==> src/rtl/bin_to_bcd_seq_pkg.sv <==
// Shared types and constants for the binary-to-BCD converter.
package bcd_pkg;

  localparam int BCD_DIGIT_W = 4;
  localparam int ADJ_THRESH  = 5;
  localparam int ADJ_ADD     = 3;

  typedef enum logic [1:0] {
    IDLE  = 2'd0,
    SHIFT = 2'd1,
    DONE  = 2'd2
  } state_t;

endpackage

==> src/rtl/bin_to_bcd_seq_if.sv <==
// Start/busy/done handshake and result bus of the binary-to-BCD converter.
interface bin_to_bcd_seq_if
  import bcd_pkg::*;
#(
  parameter int BIN_W  = 8,
  parameter int DIGITS = 3
);

  logic                          start;
  logic [BIN_W-1:0]              bin_in;
  logic                          busy;
  logic                          done;
  logic [BCD_DIGIT_W*DIGITS-1:0] bcd_out;
  logic                          overflow;

  modport master (
    output start, bin_in,
    input  busy, done, bcd_out, overflow
  );

  modport slave (
    input  start, bin_in,
    output busy, done, bcd_out, overflow
  );

endinterface

==> src/rtl/bin_to_bcd_seq_digit_adjust.sv <==
// One BCD digit of the add-3 correction applied before each shift.
module bcd_digit_adjust
  import bcd_pkg::*;
(
  input  logic [BCD_DIGIT_W-1:0] digit_in,
  output logic [BCD_DIGIT_W-1:0] digit_out
);

  // Digits of 5 or more would exceed 9 after doubling; pre-add 3.
  always_comb begin
    digit_out = digit_in;
    if (digit_in >= BCD_DIGIT_W'(ADJ_THRESH))
      digit_out = digit_in + BCD_DIGIT_W'(ADJ_ADD);
  end

endmodule

==> src/rtl/bin_to_bcd_seq.sv <==
// Sequential double-dabble binary-to-BCD converter, one input bit per clock.
module bin_to_bcd_seq
  import bcd_pkg::*;
#(
  parameter int BIN_W  = 8,
  parameter int DIGITS = 3
)(
  input  logic             clk,
  input  logic             rst,
  bin_to_bcd_seq_if.slave  bus
);

  localparam int ACC_W = BCD_DIGIT_W * DIGITS;
  localparam int CNT_W = $clog2(BIN_W + 1);

  state_t             state;
  logic [BIN_W-1:0]   shift_bin;
  logic [ACC_W-1:0]   bcd_acc;
  logic               ovf_acc;
  logic [CNT_W-1:0]   cnt;

  logic               busy_r;
  logic               done_r;
  logic [ACC_W-1:0]   bcd_r;
  logic               ovf_r;

  logic [ACC_W-1:0]   adj_acc;
  logic [ACC_W-1:0]   next_acc;
  logic [BIN_W-1:0]   next_bin;
  logic               shift_out;

  for (genvar g = 0; g < DIGITS; g++) begin : g_adj
    bcd_digit_adjust u_adj (
      .digit_in  (bcd_acc[g*BCD_DIGIT_W +: BCD_DIGIT_W]),
      .digit_out (adj_acc[g*BCD_DIGIT_W +: BCD_DIGIT_W])
    );
  end

  // Next value of {bcd_acc, shift_bin} after one adjust-and-shift step.
  always_comb begin
    next_acc  = {adj_acc[ACC_W-2:0], shift_bin[BIN_W-1]};
    next_bin  = {shift_bin[BIN_W-2:0], 1'b0};
    shift_out = adj_acc[ACC_W-1];
  end

  // Control FSM with registered handshake and result outputs.
  // The result registers load on the final shift edge so that bcd_out and
  // overflow are already valid during the cycle done is high.
  always_ff @(posedge clk) begin
    if (rst) begin
      state     <= IDLE;
      shift_bin <= '0;
      bcd_acc   <= '0;
      ovf_acc   <= 1'b0;
      cnt       <= '0;
      busy_r    <= 1'b0;
      done_r    <= 1'b0;
      bcd_r     <= '0;
      ovf_r     <= 1'b0;
    end else begin
      case (state)
        IDLE: begin
          done_r <= 1'b0;
          if (bus.start) begin
            shift_bin <= bus.bin_in;
            bcd_acc   <= '0;
            ovf_acc   <= 1'b0;
            cnt       <= '0;
            busy_r    <= 1'b1;
            state     <= SHIFT;
          end
        end
        SHIFT: begin
          bcd_acc   <= next_acc;
          shift_bin <= next_bin;
          ovf_acc   <= ovf_acc | shift_out;
          cnt       <= cnt + CNT_W'(1);
          if (cnt == CNT_W'(BIN_W - 1)) begin
            busy_r <= 1'b0;
            done_r <= 1'b1;
            bcd_r  <= next_acc;
            ovf_r  <= ovf_acc | shift_out;
            state  <= DONE;
          end
        end
        DONE: begin
          done_r <= 1'b0;
          state  <= IDLE;
        end
        default: begin
          busy_r <= 1'b0;
          done_r <= 1'b0;
          state  <= IDLE;
        end
      endcase
    end
  end

  assign bus.busy     = busy_r;
  assign bus.done     = done_r;
  assign bus.bcd_out  = bcd_r;
  assign bus.overflow = ovf_r;

endmodule
==> src/flat_wrapper.sv <==
// flat-port wrapper written by rule: the top's interface ports become plain ports
module bin_to_bcd_seq_flat import bcd_pkg::*;
#(
  parameter int BIN_W  = 8,
  parameter int DIGITS = 3
)
  (clk, rst, bus_start, bus_bin_in, bus_busy, bus_done, bus_bcd_out, bus_overflow);
  bin_to_bcd_seq_if #(.BIN_W(BIN_W), .DIGITS(DIGITS)) bus_i ();
  input  logic clk;
  input  logic rst;
  input wire logic [$bits(bus_i.start)-1:0] bus_start;
  input wire logic [$bits(bus_i.bin_in)-1:0] bus_bin_in;
  output wire logic [$bits(bus_i.busy)-1:0] bus_busy;
  output wire logic [$bits(bus_i.done)-1:0] bus_done;
  output wire logic [$bits(bus_i.bcd_out)-1:0] bus_bcd_out;
  output wire logic [$bits(bus_i.overflow)-1:0] bus_overflow;
  assign bus_i.start = bus_start;
  assign bus_i.bin_in = bus_bin_in;
  assign bus_busy = bus_i.busy;
  assign bus_done = bus_i.done;
  assign bus_bcd_out = bus_i.bcd_out;
  assign bus_overflow = bus_i.overflow;
  bin_to_bcd_seq #(.BIN_W(BIN_W), .DIGITS(DIGITS)) u_core (.clk(clk), .rst(rst), .bus(bus_i));
endmodule
==> config.mk <==
export PLATFORM = sky130hd
export DESIGN_NAME = bin_to_bcd_seq_flat
export DESIGN_NICKNAME = d
export VERILOG_FILES = /design/src/rtl/bin_to_bcd_seq_pkg.sv /design/src/rtl/bin_to_bcd_seq_if.sv /design/src/rtl/bin_to_bcd_seq_digit_adjust.sv /design/src/rtl/bin_to_bcd_seq.sv /design/src/flat_wrapper.sv
export SDC_FILE = /design/constraint.sdc
export NUM_CORES = 1
export LEC_CHECK = 0
export CORE_AREA = 2 2 62 64
export DETAILED_ROUTE_END_ITERATION = 16
export DIE_AREA = 0 0 64 66
export MAX_ROUTING_LAYER = met4
export PLACE_DENSITY = 0.83
export SYNTH_ARGS = -nofsm -noshare
export SYNTH_HDL_FRONTEND = slang
export SYNTH_HIERARCHICAL = 1
export SYNTH_SLANG_ARGS = --single-unit
==> constraint.sdc <==
create_clock -name clk -period 2.75 [get_ports clk]
set_clock_uncertainty 0.05 [all_clocks]
set_input_delay 0.55 -clock clk [delete_from_list [all_inputs] [get_ports clk]]
set_output_delay 0.55 -clock clk [all_outputs]
set_load 0.02 [all_outputs]
==> run metrics <==
r2r setup slk around 970 ps; initial antenna violation count 0; Synth Warn # 6; port bufs 25; Clock power frac 27.6%; Worst Setup Path Type reg2out; share of the synthesized area in the top cell type 42.3%; Power Internal 0.763 mW; Tmin final 1910 ps; WL final 3880 µm; clk slew on worst S/H paths ~110 ps; largest net degree at the start of global routing 30; Area contributors post-synth dfxtp_1 42%, a21oi_1 5.8%, a22o_1 5.7%, ha_1 4.4%, nand2b_1 4.4%; Switching Fraction around 24%; HP Class reg2reg; via/cell ratio between 5 and 6; Post-Syn Area 1990 µm²; #FFs+latches synth 42; most common cell after layout, fill and taps aside dfxtp_1; CP peak stage delay roughly 600 ps; pre-CTS setup slack around 590 ps; MaxCap Viol Count 0; CP Cell Sequence clkdlybuf4s50_1; combinational share of power between 9 and 10%; initial drt markers 73; vias in the first global route roughly 1500; CORE AREA approximately 3600 µm²; GPL Wtd Cong about 0.8; Setup TNS 0 ps; global-route wire length before repair a little under 7000 µm; CP Depth 1; Gate Count Post-Synth about 230; GRT overflow 0; sw power approximately 0.25 mW; Fmax achieved 0.524 GHz; num ports 26; Sink Count 42; sequential fraction of the synthesis area between 40 and 50%; Worst R2R Path Depth 3; Total GRT Usage around a fifth; Worst setup SP type register; Max Buffers Root-to-Sink 2; Die Y-Extent roughly 66 µm; status complete, no violations; setup bufs post-CTS 0; setup-violating endpoint count in the final report 0; post-CTS sizing 0; drt first pass iters 4; Max H-tree Level 2; Worst path slowest cell clkdlybuf4s50_1; unrepaired setup endpoints after global routing false; Die Span X around 64 µm; CTS Hold Bufs 0; setup slack after layout between 800 and 900 ps; WP data arrival approximately 1300 ps; via count roughly 1700; Final Hold Viols 0; nets around 270; Worst Setup End Kind output port; CTS tree yes; Mean Syn Cell Area about 8.6 µm²; worst-case hold slack roughly 430 ps; DRC Markers 0; worst skew pair latency 340 ps; # diodes 0; Post-Syn Nets 249; Post-DRT Antenna Nets 0; Initial Util between 50% and 60%; Final HPWL DP 2650 µm; worst vdd ir between 0.0003 and 0.0004 V; Die ar. 4220 µm²; Worst EP required around 2200 ps; final worst-path cycle share a little over two thirds; share of layout cells above drive strength 1 under 10%; Sequential Power Share around 63%; leakage 0.830 nW; Area Growth Syn to Fin 14.2%; FP Rows 22; Buf/Inv on CP 1; delay-heaviest family, CP buffers and inverters; slew margin rel. between 60 and 70%; WL per Instance 13.1 µm; P per Cell Area between 400 and 500 nW/µm²; Synth cell types 39; Max FO, Critical Path 2; Min-Delay Path Depth 1; most frequent cells in the layout 42 x dfxtp_1, 25 x clkdlybuf4s50_1, 23 x a21oi_1; worst-margin pin slew between 500 and 600 ps; clock tree root buffer cell clkbuf_4; Final Max Slew Viols 0; leading area contributor after synthesis dfxtp_1; Num CTS Buffers 5
==> cells by family after synthesis <==
group,after synthesis,share of synthesized area [%]
compound gates,68,21.5
xor+xnor,3,1.32
fa+ha+maj,7,4.41
buf+inv,23,5.79
flops,42,42.3
mux,3,1.51
simple gates,85,23.2
==> layer usage <==
layer  global-route usage (%)  up-vias  routed length, µm
met5                        -        -                  0
met4                     4.89        0                 25
met3                     6.13        4                181
met2                     35.2       33               1840
met1                     25.6      779               1840
li1                         -      846                  -
==> sequential cells by signal (all words and copies together) (netlist names) <==
register,cells
u_core/bus.bcd_out,12
u_core/ovf_acc,1
u_core/bus.busy,1
u_core/shift_bin,8
u_core/state,2
u_core/bcd_acc,12
u_core/cnt,4
u_core/bus.overflow,1
u_core/bus.done,1
==> power by group through the flow <==
stage,clock [mW],combinational [mW],sequential [mW]
3_3_place_gp,0,0.0951,0.646
2_1_floorplan,0,0.0678,0.646
5_1_grt,0.315,0.109,0.635
3_5_place_dp,0,0.0979,0.646
6_report,0.279,0.0977,0.633
4_1_cts,0.287,0.0980,0.633
==> per-stage QoR <==
| stage | instance area, µm² | std cells | power, mW | utilization, % |
|---|---|---|---|---|
| final | 2270 | 297 | 1.01 | 63.9 |
| after global routing | 2270 | 297 | 1.06 | 63.9 |
| after CTS | 2270 | 297 | 1.02 | 63.9 |
| after detailed placement | 2220 | 290 | 0.744 | 62.6 |
| after global placement | 2220 | 290 | 0.741 | 62.6 |
| after floorplan | 1990 | 231 | 0.714 | - |
==> cell usage after synthesis <==
| cell type | n |
|---|---|
| buf_4 | 3 |
| and2b_1 | 1 |
| dfxtp_1 | 42 |
| o21bai_1 | 1 |
| nand2b_2 | 1 |
| buf_2 | 6 |
| o21ai_1 | 3 |
| nand2b_1 | 14 |
| nor3_1 | 10 |
| o32a_1 | 1 |
| a31oi_1 | 1 |
| a21oi_2 | 3 |
| nor3b_1 | 1 |
| clkbuf_2 | 2 |
| a21o_1 | 1 |
| nor2b_1 | 1 |
| and3b_1 | 1 |
| inv_1 | 7 |
| nor2_4 | 1 |
| a21oi_1 | 23 |
| or3b_2 | 2 |
| clkbuf_1 | 4 |
| nand3b_1 | 2 |
| ha_1 | 7 |
| o21a_1 | 2 |
| nor4_1 | 1 |
| nand3_1 | 14 |
| xnor2_1 | 3 |
| o21ai_0 | 17 |
| mux2i_1 | 3 |
| o21ba_1 | 1 |
| a22o_1 | 13 |
| or3b_1 | 5 |
| nand2_1 | 17 |
| nor2_2 | 1 |
| nor2_1 | 12 |
| or3_1 | 1 |
| buf_6 | 1 |
| a211oi_1 | 2 |
==> final timing paths <==
check	startpoint	end
worst max-delay path	u_core/bus.bcd_out[11]	bus_bcd_out[11]
worst min-delay path	u_core/bus.done	u_core/bus.done
worst max register to register	u_core/state[1]	u_core/bcd_acc[10]
worst min register to register	u_core/bus.done	u_core/bus.done
==> layout make-up <==
class | count | area (µm²)
fillers | 295 | 1280
clock buffers | 7 | 45.0
multi-input cells | 166 | 1030
flip-flops and latches | 42 | 841
inverters | 7 | 26.3
well taps | 48 | 60.1
repair buffers | 27 | 265
No activity file was read; power rests on OpenSTA's default activity.
